File: src/rtl/mem_pkg.sv
// Shared width codes, FSM encoding and size decode
// for the MEM-stage load/store executor.
package mem_pkg;

  localparam logic [2:0] WS_WORD  = 3'b000;
  localparam logic [2:0] WS_HALF  = 3'b010;
  localparam logic [2:0] WS_BYTE  = 3'b001;
  localparam logic [2:0] WS_HALFU = 3'b110;
  localparam logic [2:0] WS_BYTEU = 3'b101;

  localparam logic [1:0] S_IDLE  = 2'd0;
  localparam logic [1:0] S_BEAT0 = 2'd1;
  localparam logic [1:0] S_BEAT1 = 2'd2;
  localparam logic [1:0] S_RESP  = 2'd3;

  // Byte count of an access; zero marks an illegal code
  function automatic logic [2:0] accessSize(
    input logic [2:0] ws
  );
    logic [2:0] n;
    n = 3'd0;
    unique case (ws)
      WS_WORD:            n = 3'd4;
      WS_HALF, WS_HALFU:  n = 3'd2;
      WS_BYTE, WS_BYTEU:  n = 3'd1;
      default:            n = 3'd0;
    endcase
    return n;
  endfunction

  function automatic logic isIllegal(
    input logic [2:0] ws
  );
    return accessSize(ws) == 3'd0;
  endfunction

endpackage

File: src/rtl/mem_align.sv
// Lane steering for stores and merge/extension
// for loads; purely combinational.
module mem_align
  import mem_pkg::*;
(
  input  logic [1:0]  off,
  input  logic [2:0]  size,
  input  logic [31:0] writeData,
  output logic [3:0]  be0,
  output logic [3:0]  be1,
  output logic [31:0] wdata0,
  output logic [31:0] wdata1,
  input  logic [1:0]  loadOff,
  input  logic [2:0]  loadWidth,
  input  logic [31:0] r0,
  input  logic [31:0] r1,
  output logic [31:0] loadData
);

  logic [3:0]  mask;
  logic [7:0]  beWide;
  logic [63:0] dataWide;
  logic [63:0] mergeWide;
  logic [31:0] raw;
  logic [2:0]  loadSize;
  logic        sgn;

  always_comb begin
    mask = 4'b0000;
    unique case (size)
      3'd4:    mask = 4'b1111;
      3'd2:    mask = 4'b0011;
      3'd1:    mask = 4'b0001;
      default: mask = 4'b0000;
    endcase
  end

  // Upper halves of the wide shifts are the spill into beat 1
  assign beWide   = {4'b0000, mask} << off;
  assign dataWide = {32'd0, writeData} << {off, 3'b000};
  assign be0      = beWide[3:0];
  assign be1      = beWide[7:4];
  assign wdata0   = dataWide[31:0];
  assign wdata1   = dataWide[63:32];

  assign mergeWide = {r1, r0} >> {loadOff, 3'b000};
  assign raw       = mergeWide[31:0];
  assign loadSize  = accessSize(loadWidth);
  assign sgn       = ~loadWidth[2];

  always_comb begin
    loadData = raw;
    unique case (loadSize)
      3'd1:    loadData = {{24{sgn & raw[7]}}, raw[7:0]};
      3'd2:    loadData = {{16{sgn & raw[15]}}, raw[15:0]};
      default: loadData = raw;
    endcase
  end

endmodule

File: src/rtl/mem_access_unit.sv
// MEM-stage load/store executor: one or two
// handshaked word-bus beats per access.
module mem_access_unit
  import mem_pkg::*;
#(
  parameter int ADDR_WIDTH = 32
) (
  input  logic                  clk,
  input  logic                  reset,
  input  logic                  req_valid,
  output logic                  req_ready,
  input  logic                  MemWrite,
  input  logic [2:0]            WidthSrc,
  input  logic [ADDR_WIDTH-1:0] Addr,
  input  logic [31:0]           WriteData,
  output logic [31:0]           LoadData,
  output logic                  resp_valid,
  output logic                  err,
  output logic                  Stall,
  output logic                  bus_req,
  output logic                  bus_we,
  output logic [ADDR_WIDTH-1:0] bus_addr,
  output logic [3:0]            bus_be,
  output logic [31:0]           bus_wdata,
  input  logic                  bus_ack,
  input  logic [31:0]           bus_rdata
);

  logic [1:0]  state;
  logic [1:0]  offQ;
  logic [2:0]  widthQ;
  logic        weQ;
  logic        crossQ;
  logic [3:0]  be1Q;
  logic [31:0] wdata1Q;
  logic [31:0] r0Q;

  logic [2:0]  reqSize;
  logic [1:0]  reqOff;
  logic        reqCross;
  logic [3:0]  be0;
  logic [3:0]  be1;
  logic [31:0] wdata0;
  logic [31:0] wdata1;
  logic [31:0] loadR0;
  logic [31:0] loadR1;
  logic [31:0] loadResult;

  assign reqSize  = accessSize(WidthSrc);
  assign reqOff   = Addr[1:0];
  assign reqCross = (reqSize == 3'd4 && reqOff != 2'd0)
                 || (reqSize == 3'd2 && reqOff == 2'd3);

  // Bypass the acked beat so the result is ready on entry to RESP
  assign loadR0 = (state == S_BEAT0) ? bus_rdata : r0Q;
  assign loadR1 = (state == S_BEAT1) ? bus_rdata : 32'd0;

  mem_align u_align (
    .off       (reqOff),
    .size      (reqSize),
    .writeData (WriteData),
    .be0       (be0),
    .be1       (be1),
    .wdata0    (wdata0),
    .wdata1    (wdata1),
    .loadOff   (offQ),
    .loadWidth (widthQ),
    .r0        (loadR0),
    .r1        (loadR1),
    .loadData  (loadResult)
  );

  assign req_ready = (state == S_IDLE);
  assign Stall = (state == S_BEAT0) || (state == S_BEAT1)
              || (state == S_IDLE && req_valid);

  always_ff @(posedge clk) begin
    if (reset) begin
      state      <= S_IDLE;
      offQ       <= 2'd0;
      widthQ     <= 3'd0;
      weQ        <= 1'b0;
      crossQ     <= 1'b0;
      be1Q       <= 4'd0;
      wdata1Q    <= 32'd0;
      r0Q        <= 32'd0;
      LoadData   <= 32'd0;
      resp_valid <= 1'b0;
      err        <= 1'b0;
      bus_req    <= 1'b0;
      bus_we     <= 1'b0;
      bus_addr   <= '0;
      bus_be     <= 4'd0;
      bus_wdata  <= 32'd0;
    end else begin
      resp_valid <= 1'b0;
      err        <= 1'b0;
      unique case (state)
        S_IDLE: begin
          if (req_valid) begin
            offQ    <= reqOff;
            widthQ  <= WidthSrc;
            weQ     <= MemWrite;
            crossQ  <= reqCross;
            be1Q    <= be1;
            wdata1Q <= wdata1;
            if (isIllegal(WidthSrc)) begin
              state      <= S_RESP;
              resp_valid <= 1'b1;
              err        <= 1'b1;
              LoadData   <= 32'd0;
            end else begin
              state     <= S_BEAT0;
              bus_req   <= 1'b1;
              bus_we    <= MemWrite;
              bus_addr  <= {Addr[ADDR_WIDTH-1:2], 2'b00};
              bus_be    <= be0;
              bus_wdata <= wdata0;
            end
          end
        end
        S_BEAT0: begin
          if (bus_ack) begin
            r0Q <= bus_rdata;
            if (crossQ) begin
              state     <= S_BEAT1;
              bus_addr  <= bus_addr + ADDR_WIDTH'(4);
              bus_be    <= be1Q;
              bus_wdata <= wdata1Q;
            end else begin
              state      <= S_RESP;
              bus_req    <= 1'b0;
              bus_we     <= 1'b0;
              resp_valid <= 1'b1;
              LoadData   <= weQ ? 32'd0 : loadResult;
            end
          end
        end
        S_BEAT1: begin
          if (bus_ack) begin
            state      <= S_RESP;
            bus_req    <= 1'b0;
            bus_we     <= 1'b0;
            resp_valid <= 1'b1;
            LoadData   <= weQ ? 32'd0 : loadResult;
          end
        end
        S_RESP: begin
          state <= S_IDLE;
        end
        default: state <= S_IDLE;
      endcase
    end
  end

endmodule

File: config.mk
export PLATFORM = sky130hd
export DESIGN_NAME = mem_access_unit
export DESIGN_NICKNAME = d
export VERILOG_FILES = /design/src/rtl/mem_pkg.sv /design/src/rtl/mem_align.sv /design/src/rtl/mem_access_unit.sv
export SDC_FILE = /design/constraint.sdc
export NUM_CORES = 1
export LEC_CHECK = 0
export BUFFER_PORTS_ARGS = -buffer_cell sky130_fd_sc_hd__buf_2
export CORE_ASPECT_RATIO = 0.6
export CORE_MARGIN = 3
export CORE_UTILIZATION = 56
export DETAILED_ROUTE_END_ITERATION = 6
export HOLD_SLACK_MARGIN = 0.06
export PLACE_DENSITY_LB_ADDON = 0.05
export SYNTH_ARGS = -nofsm -noshare
export SYNTH_HDL_FRONTEND = slang
export SYNTH_HIERARCHICAL = 1
export SYNTH_SLANG_ARGS = --single-unit
File: constraint.sdc
create_clock -name clk -period 3.5 [get_ports clk]
set_input_delay 0.175 -clock clk [delete_from_list [all_inputs] [get_ports clk]]
set_output_delay 0.175 -clock clk [all_outputs]
set_load 0.01 [all_outputs]
==> run metrics, run 1 <==
Synth Cell Area=approximately 0.011 sq mm; number of global-route vias before repair=between 9000 and 10000; routability cong.=0.9148; Setup Skew=~0.0071 ns; Initial Util=0.5770; Setup CP Type=register to register; Pwr Total=between 9 and 10 mW; pin count of the biggest net entering global routing=67; worst slew pin tran=1.170 ns; HP Class=primary input to register; grt ovf=0; Multi-input gate area=around 0.0063 sq mm; Clock Power Share=0.216; Resized cells post-CTS=0; endpoints failing setup=0; largest buffer count on any clock path=2; CTS buffer count=17; switch share=0.4345; H-tree Lvls=4; CP arrival=between 3 and 4 ns; Ports=210; syn_area_per_cell=between 8 and 9 sq um; Clock Sink Count=about 180; Max Cap Viol=0; Post-Syn Instances=approximately 1300; Critical Path RT=approximately 3.8 ns; Site Rows=38; clk root buf=clkbuf_16; first-pass GRT wire length=around 50 mm; leak pwr=around 5 nW; Critical R2R Capture=LoadData[31]; CTS tree=built; post-DP HPWL=around 23 mm; crit path time final=2.833 ns; CP endpoint kind=register; peak supply drop=about 450 uV; Final #Nets=around 1600; Setup crit end=LoadData[31]; most common cell after layout, fill and taps aside=nand2_1; setup tns final=0 ns; Critical Path Source=state[1]; setup slack, reg-to-reg=roughly 0.67 ns; Worst R2R Start=state[1]; n_diodes=0; DR iter-0 viols=1249; Layout area overhead=18.71%; status=completed; fillers=roughly 1500; commonest cells after routing, fill and taps aside=nand2_1, buf_2, dfxtp_1; Reg power frac=0.310; CP Launch Type=register; Vias=around 10000; FF+latch area=about 0.0036 sq mm; RSZ-0062 raised after global routing=false; Cell Pwr Density=approximately 730 mW/mm^2; Worst-path clk slew=about 0.07 ns; CP max FO=16; final hold violations=0; die width=183.1 um; Via density=between 5 and 6; fmax=about 0.35 GHz; Int Power=between 5 and 6 mW; Synth Warn #=6; Die Height=~110 um; worst-case reg-to-reg path depth=8; initial antenna violation count=0; drt total wl=roughly 33 mm; core area=approximately 0.018 sq mm; post-DR wirelength/cell=roughly 19 um; Net Sw Power=about 4 mW; share of layout cells above drive strength 1=0.2417; worst relative slew slack=0.2184; Routed Antenna Nets=0; Final Cycle Share=0.8094; drt pass-1 iters=7; overall die area=between 0.02 and 0.025 sq mm; IO Port Bufs=207; # DRC=0; combinational group share of total power=0.473; clock latency on the worst-skew pair=roughly 0.44 ns; fin. max-slew vios=0; Total GRT Usage=0.3096
==> per-layer routing <==
| layer | up-vias | global-route usage | part of all wire |
|---|---|---|---|
| met3 | 27 | 0.09618 | 0.12 |
| li1 | 4914 | - | - |
| met4 | 0 | 0.06187 | 0.010 |
| met2 | 483 | 0.4100 | 0.39 |
| met1 | 4795 | 0.4887 | 0.48 |
| met5 | - | 0 | 0 |
==> worst min path at each step <==
stage | startpoint | end | slack (ns) | cells after the start
2_1_floorplan | Addr[1] | offQ[1] | 0.31 | 2
3_3_place_gp | bus_rdata[9] | r0Q[9] | 0.43 | 3
3_5_place_dp | MemWrite | weQ | 0.44 | 3
4_1_cts | WidthSrc[0] | widthQ[0] | 0.06 | 3
5_1_grt | bus_ack | resp_valid | 0.1 | 3
6_report | bus_ack | resp_valid | 0.08 | 3
==> critical path, cell delays in order (launching register included) <==
cell and delay [ns]:
dfxtp_1 0.34, inv_1 0.13, ha_4 0.27, mux2_2 0.40, mux4_2 0.51, a21boi_2 0.64
a22oi_1 0.21, nand3_1 0.13, a21oi_1 0.07
==> registers in the layout, indices dropped and copies added (netlist names), 3 cells and up <==
signal	flops
bus_wdata	32
bus_addr	30
wdata1Q	32
r0Q	32
LoadData	32
be1Q	4
bus_be	4
widthQ	3
==> layout make-up <==
type                            instances  share of cell area
Inverter                               22            0.006603
Clock buffer                           17             0.03402
Sequential cell                       179              0.2866
Tap cell                              240             0.02401
Multi-Input combinational cell        978              0.5037
Clock inverter                         15             0.01401
Timing Repair Buffer                  270              0.1311
==> power by group through the flow <==
stage / Combinational [mW] / Sequential, mW / Clock (mW)
global placement: 4.15 / 2.87 / 0
detailed placement: 4.20 / 2.88 / 0
finish: 4.34 / 2.85 / 1.98
floorplan: 2.97 / 2.93 / 0
global route: 4.71 / 2.90 / 2.09
CTS: 4.26 / 2.84 / 2.00
==> timing repair <==
item,CTS,global route
setup buffers,0,0
endpoints found under the hold margin,41,0
hold buffers,41,0
==> per-stage QoR <==
| stage | instances | hold WS (ns) | setup slack [ns] | cell area [sq um] | util |
|---|---|---|---|---|---|
| 3_3_place_gp | 1648 | 0.4334 | 0.8010 | 11490 | 0.6296 |
| 3_5_place_dp | 1648 | 0.4387 | 0.7485 | 11490 | 0.6296 |
| 6_report | 1721 | 0.07978 | 0.6670 | 12510 | 0.6850 |
| 4_1_cts | 1721 | 0.06134 | 0.7154 | 12510 | 0.6850 |
| 2_1_floorplan | 1301 | 0.3110 | 0.5458 | 10570 | - |
| 5_1_grt | 1721 | 0.09759 | 0.5012 | 12510 | 0.6850 |
No activity file was read; power rests on OpenSTA's default activity.
==> run 2: changes to the inputs <==
CORE_UTILIZATION = 51   (was 56)
clock period = 2.38 ns   (was 3.5 ns; I/O delays follow)
==> run 2 against run 1 <==
Clock skew barely moved. Die area rose by 9.4%. Combinational power rose by 63%. Clock power rose by 45%. Via count rose by 0.89%. Core utilization fell by 3.4 points. First-iteration DRC count fell by 7.8%. Maximum frequency rose by 20%. Global-route usage fell by 1.3 points. Final area rose by 4.7%. Critical endpoint is now LoadData[21]. Largest power group unchanged.
==> run metrics, run 2 (same netlist as run 1, synthesis figures left out) <==
most common cell after layout, fill and taps aside=nand2_1; number of global-route vias before repair=9128 (+0.37%); Ports=210 (unchanged); Cell Pwr Density=1080 mW/mm^2 (+47%); Via density=5.744 (-3.3%); Setup Skew=0.007352 ns (+0.0002342 ns); worst relative slew slack=0.4719 (+0.2536); share of layout cells above drive strength 1=0.2577 (+0.01600); min-delay src=Addr[31]; Worst Hold Path EP=bus_addr[31]; final hold violations=0 (unchanged); RSZ-0062 raised after global routing=true; post-DR wirelength/cell=19.04 um (+0.76%); drt total wl=34.17 mm (+5.1%); Total GRT Usage=0.2967 (-0.01291); setup tns final=0 ns (unchanged); fillers=1810 (+18%); Vias=10310 (+0.89%); Routed Antenna Nets=0 (unchanged); Critical R2R Capture=LoadData[21]; final core utilization=0.6509 (-0.03409); critical-path cell list=inv_2, ha_4, mux2_4, mux4_2, a31oi_4, clkbuf_16, a22oi_1, nand3_1, a21oi_1; Worst-path clk slew=0.07 ns (about the same); post-DP HPWL=24.39 mm (+8.4%); clock latency on the worst-skew pair=0.44 ns (about the same); commonest cells after routing, fill and taps aside=nand2_1, buf_2, dfxtp_1; worst slew pin tran=0.7921 ns (-0.3775 ns); Crit-path slowest cell=mux4_2; status=completed; clk root buf=clkbuf_16; Die Height=117.3 um (+4.5%); Placed Area=0.01188 sq mm (+3.3%); core area=0.02012 sq mm (+10%); leak pwr=5.286 nW (+5.2%); endpoints failing setup=0 (unchanged); grt ovf=0 (unchanged); pin count of the biggest net entering global routing=67 (unchanged); # DRC=0 (unchanged); fin. max-slew vios=0 (unchanged); Critical Path RT=2.69 ns (-1.13 ns); CP endpoint kind=register; CP arrival=2.67 ns (-0.49 ns); DR iter-0 viols=1151 (-7.8%); routability cong.=0.9276 (+1.4%); drt pass-1 iters=5 (-2); Final Cycle Share=0.9912 (+0.1818); peak supply drop=627.1 uV (+39%); initial antenna violation count=3 (+3); design area=0.01310 sq mm (+4.7%); Setup CP Type=register to register; CTS tree=built; slowest stage delay, CP=0.56 ns (-0.08 ns); CTS buffer count=17 (unchanged); H-tree Lvls=4 (unchanged); overall die area=0.02247 sq mm (+9.4%); fmax=0.4239 GHz (+20%); HP Class=primary input to register; largest buffer count on any clock path=2 (unchanged); Initial Util=0.5236 (-0.05340); Layout area overhead=24.30%; CP Launch Type=register; Final #Nets=1617 (+2.5%); IO Port Bufs=207 (unchanged); worst-case reg-to-reg path depth=9 (+1); CP max FO=7 (-9); die width=191.6 um (+4.6%); setup slack, reg-to-reg=0.02 ns (-0.65 ns); crit path time final=2.359 ns (-0.4739 ns); Clock Sink Count=179 (unchanged); Worst Hold Path Cells=3 (unchanged); Site Rows=40 (+5.3%); Worst R2R Start=state[1]; first-pass GRT wire length=52.54 mm (+4.1%); Max Cap Viol=0 (unchanged)
==> run 2: cell type report <==
type | count | area, sq um | area share
Clock buffer | 20 | 456.7 | 0.03487
Antenna cell | 1 | 2.502 | 0.0001911
Clock inverter | 12 | 127.6 | 0.009746
Multi-Input combinational cell | 978 | 6357 | 0.4855
Sequential cell | 179 | 3590 | 0.2741
Inverter | 22 | 82.58 | 0.006306
Tap cell | 273 | 341.6 | 0.02608
Timing Repair Buffer | 310 | 2137 | 0.1632
==> run 2: metrics by stage <==
step	cells	hold WS [ns]	power (mW)	setup slack, ns
final	1795	0.06765	14.14	0.02085
after global routing	1795	0.07439	14.98	-0.03884
after CTS	1788	0.06252	13.89	0.004527
after detailed placement	1703	0.3772	10.94	0.09883
after global placement	1703	0.3734	10.86	0.08625
after floorplan	1301	0.2550	8.767	-0.1267
==> run 2: worst max path at each step <==
stage	start	endpoint	slack (ns)	cells past startpoint
5_1_grt	state[1]	LoadData[29]	-0.04	9
3_5_place_dp	state[1]	LoadData[22]	0.1	9
4_1_cts	state[1]	bus_addr[26]	0.005	9
2_1_floorplan	state[1]	LoadData[21]	-0.13	12
3_3_place_gp	state[1]	LoadData[15]	0.09	8
6_report	state[1]	LoadData[21]	0.02	9
==> run 2: per-layer routing <==
metal  track usage  up-vias  wire length [um]
met3        0.1135       28              4198
met1        0.4782     4795             16890
met4       0.06093        4               313
met5             0        -                27
met2        0.3619      497             12740
li1              -     4986                 -
==> run 2: where the power goes <==
part | internal [mW] | switching, mW
Combinational | 2.92 | 4.15
Clock | 1.61 | 1.27
Sequential | 3.64 | 0.547
Total | 8.18 | 5.97
==> run 2: repair_timing <==
action                     4_1_cts  5_1_grt
resized for setup                0        8
setup endpoints to repair        0       27
setup buffers                    0        5
hold endpoints to repair        54        0
hold buffers                    53        0
==> run 2: worst max-delay path: cells and delay by family (launching register included) <==
| family | cells | cell delay, ns |
|---|---|---|
| mux | 2 | 0.90 |
| flops | 1 | 0.33 |
| simple gates | 1 | 0.07 |
| fa+ha+maj | 1 | 0.22 |
| compound gates | 3 | 0.44 |
| buf+inv | 2 | 0.28 |
==> run 3: changes to the inputs <==
CELL_PAD_IN_SITES_DETAIL_PLACEMENT = 2   (was not set)
CELL_PAD_IN_SITES_GLOBAL_PLACEMENT = 2   (was not set)
CORE_UTILIZATION = 29   (was 51)
==> run 3 against run 2 <==
Final area increased by 2.9%. Core utilization decreased by 27 points. Critical path depth unchanged. Routed wire length increased by 30%. Critical path type unchanged. Critical endpoint unchanged. Highest routed layer unchanged.
==> run metrics, run 3 (same netlist as run 1, synthesis figures left out) <==
fmax=0.4256 GHz (+0.41%); grt ovf=0 (unchanged); IO Port Bufs=207 (unchanged); peak supply drop=636.1 uV (+1.4%); Total GRT Usage=0.2250 (-0.07174); post-DR wirelength/cell=22.24 um (+17%); Initial Util=0.2975 (-0.2261); endpoints failing setup=0 (unchanged); Int Power=8.368 mW (+2.4%); slowest stage delay, CP=0.56 ns (about the same); fin. max-slew vios=0 (unchanged); number of global-route vias before repair=10610 (+16%); DR iter-0 viols=559 (-51%); drt total wl=44.45 mm (+30%); share of layout cells above drive strength 1=0.2619 (+0.004195); CTS buffer count=17 (unchanged); initial antenna violation count=2 (-1); routability cong.=0.8137 (-12%); most common cell after layout, fill and taps aside=nand2_1; Final Cycle Share=0.9872 (-0.003998); Clock Power Share=0.211 (+0.007); Setup Skew=0.01681 ns (+0.009461 ns); Die Height=153.6 um (+31%); drt pass-1 iters=5 (unchanged); Setup CP Type=register to register; CTS tree=built; combinational group share of total power=0.510 (+0.010); Worst-path clk slew=0.08 ns (about the same); CP arrival=2.66 ns (about the same); worst slew pin tran=0.8170 ns (+0.02490 ns); clk root buf=clkbuf_16; Worst R2R Start=state[1]; CP max FO=14 (+7); n_diodes=0 (-1); H-tree Lvls=4 (unchanged); pin count of the biggest net entering global routing=80 (+19%); fin cells=1998 (+11%); largest buffer count on any clock path=2 (unchanged); CP Launch Type=register; post-DP HPWL=32.31 mm (+32%); min-delay src=WriteData[23]; fillers=4020 (+120%); commonest cells after routing, fill and taps aside=nand2_1, buf_2, dfxtp_1; overall die area=0.03873 sq mm (+72%); CP endpoint kind=register; Cell Pwr Density=1109 mW/mm^2 (+2.6%); final hold violations=0 (unchanged); Final #Nets=1627 (+0.62%); core area=0.03541 sq mm (+76%); critical-path cell list=inv_2, ha_4, mux2_4, mux4_2, a31oi_4, buf_12, a22oi_1, nand3_1, a21oi_1; DP Cell Count=1907 (+12%); Crit-path slowest cell=mux4_2; worst relative slew slack=0.4553 (-0.01660); HP Class=primary input to register; crit path time final=2.350 ns (-0.009515 ns); Critical Path Source=state[1]; Ports=210 (unchanged); clock latency on the worst-skew pair=0.46 ns (+0.02 ns); Pwr Total=14.94 mW (+5.6%); # DRC=0 (unchanged); switch share=0.4397 (+0.01767); die width=252.1 um (+32%); Site Rows=53 (+33%); Critical Path RT=2.69 ns (about the same); Via density=5.270 (-8.2%); status=completed; Reg power frac=0.279 (-0.017); Max Cap Viol=0 (unchanged); Clock Sink Count=179 (unchanged); Net Sw Power=6.567 mW (+10%); Routed Antenna Nets=0 (unchanged); RSZ-0062 raised after global routing=true; Layout area overhead=27.87%; Vias=10530 (+2.1%); setup tns final=0 ns (unchanged); first-pass GRT wire length=67.50 mm (+28%); leak pwr=5.356 nW (+1.3%)
[run 3: final cells by class]
type / instances / area, sq um / share of cell area
clock buffer: 17 / 425.4 / 0.03158
clock inverter: 15 / 214.0 / 0.01588
inverter: 22 / 86.33 / 0.006408
multi-input combinational: 978 / 6330 / 0.4699
sequential: 179 / 3587 / 0.2663
tap: 467 / 584.3 / 0.04337
timing repair buffer: 320 / 2245 / 0.1666
[run 3: path summary, 6_finish.rpt]
| path | to | slack, ns | cells past startpoint |
|---|---|---|---|
| hold reg to reg | LoadData[7] | 0.45 | 2 |
| setup reg to reg | LoadData[21] | 0.03 | 9 |
| hold / removal | wdata1Q[7] | 0.10 | 4 |
| setup / recovery | LoadData[21] | 0.03 | 9 |
[run 3: timing repair]
action	4_1_cts	5_1_grt
hold buffers	55	0
setup buffers	2	1
setup endpoints to repair	6	19
resized for setup	1	4
gates cloned	0	1
hold endpoints to repair	56	0
[run 3: per-layer routing]
layer  vias up  wire, um  global-route usage
met1      5320     23770              0.3522
li1       5000         -                   -
met2       187     18190              0.3141
met3        21      2236             0.05072
met4         2       228             0.03483
met5         -        13                   0
[run 3: power groups by stage]
stage / Sequential, mW / Clock [mW] / Combinational (mW)
floorplan: 4.31 / 0 / 4.46
global placement: 4.21 / 0 / 7.22
detailed placement: 4.23 / 0 / 7.36
CTS: 4.17 / 3.26 / 7.50
global route: 4.25 / 3.38 / 8.32
finish: 4.16 / 3.15 / 7.62
[run 3: worst max-delay path, delay by kind of cell, from the launching register on]
family          cells  cell delay, ns
simple gates        1            0.09
mux                 2            0.90
buf+inv             2            0.27
fa+ha+maj           1            0.22
compound gates      3            0.41
flops               1            0.34
[run 3: metrics by stage]
step	utilization	worst slack, ns	hold WS (ns)	cell area [sq um]
2_1_floorplan	-	-0.1267	0.2550	10640
3_3_place_gp	0.3449	0.005549	0.3834	12210
3_5_place_dp	0.3449	-0.06981	0.3992	12210
4_1_cts	0.3790	0.02370	0.06388	13420
5_1_grt	0.3804	-0.04935	0.1166	13470
6_report	0.3804	0.03036	0.1002	13470
